===== src/rtl/add_seq_arb_pkg.sv =====
// rtl/add_seq_arb_pkg.sv - shared widths and FSM state type for add_seq_arb
package add_seq_arb_pkg;
  localparam int DATA_W  = 16;
  localparam int SLICE_W = 8;

  typedef enum logic [1:0] {
    ST_IDLE = 2'd0,
    ST_LO   = 2'd1,
    ST_HI   = 2'd2,
    ST_DONE = 2'd3
  } state_e;
endpackage


===== src/rtl/cla8.sv =====
// rtl/cla8.sv - 8-bit carry-lookahead adder slice
module cla8
  import add_seq_arb_pkg::*;
(
  input  logic [SLICE_W-1:0] i_a,
  input  logic [SLICE_W-1:0] i_b,
  input  logic               i_cin,
  output logic [SLICE_W-1:0] o_s,
  output logic               o_cout
);
  logic [SLICE_W-1:0] w_g;
  logic [SLICE_W-1:0] w_p;
  logic [SLICE_W:0]   w_c;
  logic               w_acc;
  logic               w_prod;

  assign w_g = i_a & i_b;
  assign w_p = i_a ^ i_b;

  // Each carry is expanded as a flat sum of generate terms so no carry depends on another.
  always_comb begin
    w_c    = '0;
    w_acc  = 1'b0;
    w_prod = 1'b0;
    w_c[0] = i_cin;
    for (int i = 0; i < SLICE_W; i++) begin
      w_acc  = w_g[i];
      w_prod = w_p[i];
      for (int j = i - 1; j >= 0; j--) begin
        w_acc  = w_acc | (w_prod & w_g[j]);
        w_prod = w_prod & w_p[j];
      end
      w_c[i+1] = w_acc | (w_prod & i_cin);
    end
  end

  assign o_s    = w_p ^ w_c[SLICE_W-1:0];
  assign o_cout = w_c[SLICE_W];
endmodule


===== src/rtl/rr_arb2.sv =====
// rtl/rr_arb2.sv - two-requester round-robin grant; i_ptr names the favoured requester
module rr_arb2 (
  input  logic [1:0] i_valid,
  input  logic       i_ptr,
  output logic [1:0] o_grant
);
  assign o_grant = (i_valid == 2'b11) ? (i_ptr ? 2'b10 : 2'b01) : i_valid;
endmodule


===== src/rtl/add_seq_arb.sv =====
// rtl/add_seq_arb.sv - two-requester 16-bit adder sharing one 8-bit CLA slice over two cycles
// ADD_SEQ_ARB_BYPASS_EN: accept the next add in the same cycle a response is taken.
module add_seq_arb
  import add_seq_arb_pkg::*;
(
  input  logic              clk,
  input  logic              rst,
  input  logic              req0_valid,
  output logic              req0_ready,
  input  logic [DATA_W-1:0] req0_A,
  input  logic [DATA_W-1:0] req0_B,
  input  logic              req0_C_in,
  input  logic              req1_valid,
  output logic              req1_ready,
  input  logic [DATA_W-1:0] req1_A,
  input  logic [DATA_W-1:0] req1_B,
  input  logic              req1_C_in,
  output logic              rsp_valid,
  input  logic              rsp_ready,
  output logic [DATA_W-1:0] rsp_S,
  output logic              rsp_Cout,
  output logic              rsp_Ovfl,
  output logic              rsp_id
);
  state_e            r_state;
  logic              r_ptr;
  logic [DATA_W-1:0] r_a;
  logic [DATA_W-1:0] r_b;
  logic              r_cin;
  logic              r_id;
  logic              r_carry;
  logic [DATA_W-1:0] r_s;
  logic              r_cout;
  logic              r_ovfl;

  logic [1:0]         w_grant;
  logic               w_accept_win;
  logic               w_accept;
  logic               w_hi;
  logic [SLICE_W-1:0] w_sa;
  logic [SLICE_W-1:0] w_sb;
  logic               w_scin;
  logic [SLICE_W-1:0] w_sum;
  logic               w_sco;

  rr_arb2 u_arb (
    .i_valid ({req1_valid, req0_valid}),
    .i_ptr   (r_ptr),
    .o_grant (w_grant)
  );

`ifdef ADD_SEQ_ARB_BYPASS_EN
  assign w_accept_win = (r_state == ST_IDLE) || ((r_state == ST_DONE) && rsp_ready);
`else
  assign w_accept_win = (r_state == ST_IDLE);
`endif

  // Ready is gated by rst so an asynchronous reset drops it in the same cycle.
  assign w_accept   = w_accept_win && !rst && (|w_grant);
  assign req0_ready = w_accept_win && !rst && w_grant[0];
  assign req1_ready = w_accept_win && !rst && w_grant[1];

  assign w_hi   = (r_state == ST_HI);
  assign w_sa   = w_hi ? r_a[DATA_W-1:SLICE_W] : r_a[SLICE_W-1:0];
  assign w_sb   = w_hi ? r_b[DATA_W-1:SLICE_W] : r_b[SLICE_W-1:0];
  assign w_scin = w_hi ? r_carry : r_cin;

  cla8 u_slice (
    .i_a    (w_sa),
    .i_b    (w_sb),
    .i_cin  (w_scin),
    .o_s    (w_sum),
    .o_cout (w_sco)
  );

  always_ff @(posedge clk or posedge rst) begin
    if (rst) begin
      r_state <= ST_IDLE;
      r_ptr   <= 1'b0;
      r_a     <= '0;
      r_b     <= '0;
      r_cin   <= 1'b0;
      r_id    <= 1'b0;
      r_carry <= 1'b0;
      r_s     <= '0;
      r_cout  <= 1'b0;
      r_ovfl  <= 1'b0;
    end else begin
      case (r_state)
        ST_IDLE: r_state <= ST_IDLE;
        ST_LO: begin
          r_s[SLICE_W-1:0] <= w_sum;
          r_carry          <= w_sco;
          r_state          <= ST_HI;
        end
        ST_HI: begin
          r_s[DATA_W-1:SLICE_W] <= w_sum;
          r_cout                <= w_sco;
          r_ovfl                <= (r_a[DATA_W-1] == r_b[DATA_W-1]) &&
                                   (w_sum[SLICE_W-1] != r_a[DATA_W-1]);
          r_state               <= ST_DONE;
        end
        ST_DONE: if (rsp_ready) r_state <= ST_IDLE;
        default: r_state <= ST_IDLE;
      endcase
      // An accept overrides the case above, which matters only for the DONE bypass.
      if (w_accept) begin
        r_state <= ST_LO;
        r_ptr   <= w_grant[0];
        r_id    <= w_grant[1];
        r_a     <= w_grant[1] ? req1_A    : req0_A;
        r_b     <= w_grant[1] ? req1_B    : req0_B;
        r_cin   <= w_grant[1] ? req1_C_in : req0_C_in;
      end
    end
  end

  assign rsp_valid = (r_state == ST_DONE);
  assign rsp_S     = r_s;
  assign rsp_Cout  = r_cout;
  assign rsp_Ovfl  = r_ovfl;
  assign rsp_id    = r_id;
endmodule


===== config.mk =====
export PLATFORM = sky130hd
export DESIGN_NAME = add_seq_arb
export DESIGN_NICKNAME = d
export VERILOG_FILES = /design/src/rtl/add_seq_arb_pkg.sv /design/src/rtl/cla8.sv /design/src/rtl/rr_arb2.sv /design/src/rtl/add_seq_arb.sv
export SDC_FILE = /design/constraint.sdc
export NUM_CORES = 1
export LEC_CHECK = 0
export ABC_CLOCK_PERIOD_IN_PS = 2900
export CORE_MARGIN = 3
export CORE_UTILIZATION = 42
export CTS_CLUSTER_DIAMETER = 30
export CTS_CLUSTER_SIZE = 25
export DETAILED_ROUTE_END_ITERATION = 8
export PLACE_DENSITY = 0.84
export SLEW_MARGIN = 20
export SYNTH_ARGS = -nofsm -noshare
export SYNTH_HDL_FRONTEND = slang
export SYNTH_SLANG_ARGS = --single-unit
export TNS_END_PERCENT = 50

===== constraint.sdc =====
create_clock -name clk -period 2.9 [get_ports clk]
set_input_delay 0.435 -clock clk [delete_from_list [all_inputs] [get_ports clk]]
set_output_delay 0.435 -clock clk [all_outputs]
set_load 0.01 [all_outputs]

==> qor.csv, run 1 <==
metric;value;unit
hold_viol;0;
arrival;2960;ps
dieArea;0.00818;sq mm
rr_worst_depth;11;
synth_nets;365;
clock.fmax;0.363;GHz
cts_root_buf;clkbuf_8;
worst_pin_slew;998;ps
hold_ws;482;ps
first_iter_violations;102;
drive_gt1_frac;0.154;
grtUsageTotal;0.166;
final_common_cell;clkdlybuf4s50_1;
clkLatencyLatePin;310;ps
synth_edf_count;0;
max_slew_margin;0.334;
vias;2334;
place.gp.congestion;0.851;
clkSlewWorstSetupHoldPaths;90;ps
ctsHoldBuffers;0;
reg2reg_from;r_state[0];
path_class;register to register;
ir_worst_vdd;0.467;mV
reg2reg_slack;140;ps
core_area;0.00687;sq mm
fin_util;0.605;
critPathCaptureType;register;
area_growth;38.7;%
cp-start-kind;register;
rows;30;
critPathRequiredTime;3100;ps
nNetsFinal;453;
n_antenna_cell;0;
timing.final.ws_setup;143;ps
place_area;0.00402;sq mm
vias_per_cell;5.02;
boundaryPins;93;
drc;0;
post_cts_buffers;0;
crit_path_start;r_state[0];
syn_inst;281;
start_util;0.436;
firstDrtPassIters;4;
die_w;90.5;um
numCtsBuffers;5;
async_reset_ff_frac;1.00;
p_leak;1.91;nW
clock-sinks;56;
synthesis.area;0.00300;sq mm
clock_skew;6.77;ps
gr-total-overflow;0;
setup_viol;0;
grt_start_max_net_pins;70;
wl_per_cell;14.0;um
grt_pass1_wl;11000;um
final.period_utilization;0.951;
maxCapViolCount;0;
regToRegEndpoint;rsp_S[5];
fin_area;0.00416;sq mm
mostFrequentLayoutCells;clkdlybuf4s50_1, dfrtp_1, nand2_1;
hold_path.class;register to register;
numPortBuffers;92;
grt_pass1_vias;2397;
cts_tree;yes;
ys_warn_count;0;
final.min_clock_period;2760;ps
final_antenna_net_count;0;
clockBufferDepth;2;
avgSynthCellArea;10.7;sq um
worst-path-max-fanout;8;
htree_levels;2;
power_density;1070;mW/mm^2
status;finished clean;
crit_end;rsp_S[5];
hpwl;5150;um
fp.dieH;90.5;um
wl;6520;um
synth_seq_cells;56;
n_fill_cell;544;
antenna_found_initial;0;
ys.flop_type;dfrtp_1;
dp_slack;-86.1;ps
synth_cell_types;38;
slew_viol_final;0;
ys_seq_area_frac;0.468;
-- cell type report --
type / count / area (sq um) / share of cell area
Timing Repair Buffer: 98 / 970 / 0.233
Multi-Input combinational cell: 202 / 1560 / 0.376
Clock buffer: 6 / 72.6 / 0.0175
Clock inverter: 1 / 5.00 / 0.00120
Sequential cell: 56 / 1400 / 0.337
Inverter: 6 / 26.3 / 0.00632
Tap cell: 96 / 120 / 0.0289
-- state kept, by name, indices dropped and copies added (netlist names) --
register / count
r_carry: 1
r_ptr: 1
r_b: 16
rsp_S: 16
rsp_Ovfl: 1
rsp_Cout: 1
r_state: 2
rsp_id: 1
r_a: 16
r_cin: 1
-- Yosys cell counts (2+ instances only) --
cell | number | area share
nand3_1 | 2 | 0.0033
mux2_2 | 28 | 0.11
nor2_1 | 15 | 0.019
clkbuf_1 | 12 | 0.015
o31ai_1 | 2 | 0.0050
dfrtp_1 | 56 | 0.47
xnor2_1 | 3 | 0.0088
o21ai_0 | 35 | 0.058
a31oi_1 | 2 | 0.0042
nand2_1 | 37 | 0.046
inv_1 | 6 | 0.0075
ha_1 | 12 | 0.050
buf_2 | 3 | 0.0050
o2111ai_1 | 2 | 0.0058
a21o_1 | 3 | 0.0075
nand2b_1 | 2 | 0.0042
a21oi_1 | 8 | 0.013
mux2i_1 | 33 | 0.11
-- metal layers --
metal,global-route usage,share of wire,vias up
li1,-,-,1156
met1,0.209,0.43,1095
met2,0.282,0.50,69
met3,0.0383,0.050,14
met4,0.0536,0.022,0
met5,0,0,-
-- stage by stage --
step           total power (W)  std cells  TNS (ps)
2_1_floorplan          0.00308        281         0
3_3_place_gp           0.00380        458         0
3_5_place_dp           0.00392        458      -256
4_1_cts                0.00435        465         0
5_1_grt                0.00483        465     -54.6
6_report               0.00445        465         0
-- worst max-delay path, stage by stage, from the launching register on --
cell and delay, ps:
dfrtp_1 410, inv_2 100, ha_4 170, buf_6 140
mux2_2 370, ha_1 320, nand3_1 130, nor3b_2 70
or3_4 390, a211oi_2 220, nor2_1 70, mux2_2 260
-- worst min-delay path by stage --
stage,from,endpoint,slack (ps),cells past startpoint
floorplan,r_a[10],r_a[10],440,2
global placement,r_a[11],r_a[11],460,2
detailed placement,r_a[13],r_a[13],470,2
CTS,r_a[5],r_a[5],490,2
global route,rsp_id,rsp_id,510,1
finish,rsp_id,rsp_id,480,1
-- cell families (layout without fill, tap and decap cells) --
family                   count (synthesis)  in the layout  share of synthesized area
AO/OA/AOI/OAI                           59             59                      0.116
buffers and inverters                   23            111                     0.0326
adder cells (fa/ha/maj)                 13             13                     0.0568
XOR/XNOR                                 4              4                     0.0117
AND/OR/NAND/NOR                         64             64                     0.0952
multiplexers                            62             62                      0.220
flip-flops                              56             56                      0.468
-- repair_timing --
action / 4_1_cts / 5_1_grt
endpoints found under the hold margin: 0 / 0
setup endpoints to repair: 5 / 10
gates resized for setup: 3 / 9
pin swaps: 0 / 1
-- where the power goes --
group          leakage [nW]  switching, W  internal (W)  total (W)
Clock                0.0410      0.000229      0.000165   0.000393
Sequential            0.686      0.000223       0.00117    0.00139
Combinational          1.18       0.00126       0.00140    0.00266
Note: power is estimated with default switching activity, not from simulation.
==> inputs of run 2 (changes only) <==
--- a/config.mk
+++ b/config.mk
@@ -6,13 +6,16 @@
 export NUM_CORES = 1
 export LEC_CHECK = 0
 export ABC_CLOCK_PERIOD_IN_PS = 2900
+export CELL_PAD_IN_SITES_DETAIL_PLACEMENT = 1
+export CELL_PAD_IN_SITES_GLOBAL_PLACEMENT = 2
 export CORE_MARGIN = 3
-export CORE_UTILIZATION = 42
+export CORE_UTILIZATION = 26
 export CTS_CLUSTER_DIAMETER = 30
 export CTS_CLUSTER_SIZE = 25
 export DETAILED_ROUTE_END_ITERATION = 8
 export PLACE_DENSITY = 0.84
-export SLEW_MARGIN = 20
+export SETUP_SLACK_MARGIN = 0.15
+export SLEW_MARGIN = 15
 export SYNTH_ARGS = -nofsm -noshare
 export SYNTH_HDL_FRONTEND = slang
 export SYNTH_SLANG_ARGS = --single-unit
==> qor.csv, run 2 (synthesis gave the netlist of run 1 again) <==
metric;value;unit
status;finished clean;
slowest_delay;390;ps
p_leak;1.95;nW
switching_power;0.00183;W
n_antenna_cell;0;
first_iter_violations;48;
firstDrtPassIters;4;
numPortBuffers;92;
start_util;0.272;
grt_pass1_wl;12200;um
clkPwrFrac;0.123;
final.min_clock_period;2700;ps
arrival;2860;ps
critPathRequiredTime;3060;ps
final.period_utilization;0.930;
area_growth;45.6;%
ir_worst_vdd;0.388;mV
clock.fmax;0.371;GHz
vias_per_cell;4.64;
nNetsFinal;455;
slew_viol_final;0;
maxCapViolCount;0;
setup_viol;0;
drc;0;
crit_path_start;r_state[0];
grt_pass1_vias;2464;
power_density;1120;mW/mm^2
mostFrequentLayoutCells;clkdlybuf4s50_1, dfrtp_1, nand2_1;
clock_skew;5.58;ps
drive_gt1_frac;0.172;
cp-start-kind;register;
boundaryPins;93;
timing.final.ws_setup;204;ps
rows;38;
clkLatencyLatePin;290;ps
vias;2377;
hold_ws;479;ps
fin_area;0.00436;sq mm
clkSlewWorstSetupHoldPaths;70;ps
htree_levels;2;
rsz0062_at_grt;no;
place.gp.congestion;0.735;
crit_end;rsp_Ovfl;
die_w;113;um
clockBufferDepth;2;
regToRegEndpoint;rsp_Ovfl;
worst-path-max-fanout;12;
sw_frac_of_total;0.376;
p_int;0.00305;W
reg2reg_from;r_state[0];
cts_tree;yes;
fp.dieH;113;um
gr-total-overflow;0;
pwr-share-comb;0.590;
n_fill_cell;1246;
clock-sinks;56;
pwr-share-seq;0.287;
dieArea;0.0128;sq mm
final_common_cell;clkdlybuf4s50_1;
path_class;register to register;
hold_path.class;register to register;
core_area;0.0110;sq mm
hpwl;5830;um
grtUsageTotal;0.117;
critPathCaptureType;register;
path_cells;inv_2 -> ha_4 -> buf_12 -> mux2_2 -> ha_4 -> a21oi_2 -> a21boi_1 -> o31ai_2 -> nor4b_4 -> or2_4 -> o221ai_2;
max_slew_margin;0.293;
cts_root_buf;clkbuf_16;
multi_input_area;0.00162;sq mm
final_antenna_net_count;0;
ctsHoldBuffers;0;
dp_slack;-63.9;ps
worst_pin_slew;1060;ps
antenna_found_initial;0;
crit_top_cell;ha_4;
place_area;0.00409;sq mm
wl_per_cell;14.8;um
wl;7580;um
grt_start_max_net_pins;70;
cp_slowest_cell;dfrtp_1;
numCtsBuffers;5;
rr_worst_depth;11;
hold_viol;0;
reg2reg_slack;200;ps
seq_area;0.00140;sq mm
-- run 2: worst min-delay path by stage --
stage	from	depth (start not counted)	to
floorplan	r_a[10]	2	r_a[10]
global placement	r_a[5]	2	r_a[5]
detailed placement	r_a[5]	2	r_a[5]
CTS	r_b[13]	2	r_b[13]
global route	r_b[6]	2	r_b[6]
finish	r_b[6]	2	r_b[6]
-- run 2: through the flow --
step | utilization | setup TNS, ps | total power [W] | cells
after global placement | 0.371 | 0 | 0.00390 | 500
after CTS | 0.390 | 0 | 0.00473 | 512
final | 0.396 | 0 | 0.00488 | 512
after detailed placement | 0.371 | -217 | 0.00400 | 500
after floorplan | - | 0 | 0.00312 | 281
after global routing | 0.396 | 0 | 0.00532 | 512
-- run 2: critical path, delay by kind of cell, from the launching register on --
family | cells | cell delay [ps]
compound gates | 4 | 710
buf+inv | 2 | 230
fa+ha+maj | 2 | 400
mux | 1 | 360
simple gates | 2 | 490
flops | 1 | 390
-- run 2: final cells by class --
cell class	count	area share
Clock buffer	8	0.0335
Inverter	6	0.00602
Multi-Input combinational cell	202	0.372
Sequential cell	56	0.321
Tap cell	140	0.0401
Timing Repair Buffer	100	0.228
-- run 2: what timing repair did --
item                       CTS  global route
setup endpoints to repair   11             9
setup buffers                4             0
resized for setup            7             9
pin swaps                    0             2
-- run 2: metal layers --
metal,GRT usage,part of all wire,wire (um)
met5,0,0,0
met4,0.0216,0.012,88
met2,0.201,0.50,3780
met3,0.0278,0.053,399
met1,0.151,0.44,3320
-- run 2: power by group through the flow --
stage               Sequential, W  Combinational [W]  Clock [W]
finish                    0.00140            0.00288   0.000603
global route              0.00145            0.00321   0.000658
CTS                       0.00141            0.00270   0.000621
detailed placement        0.00142            0.00258          0
global placement          0.00142            0.00249          0
floorplan                 0.00140            0.00172          0
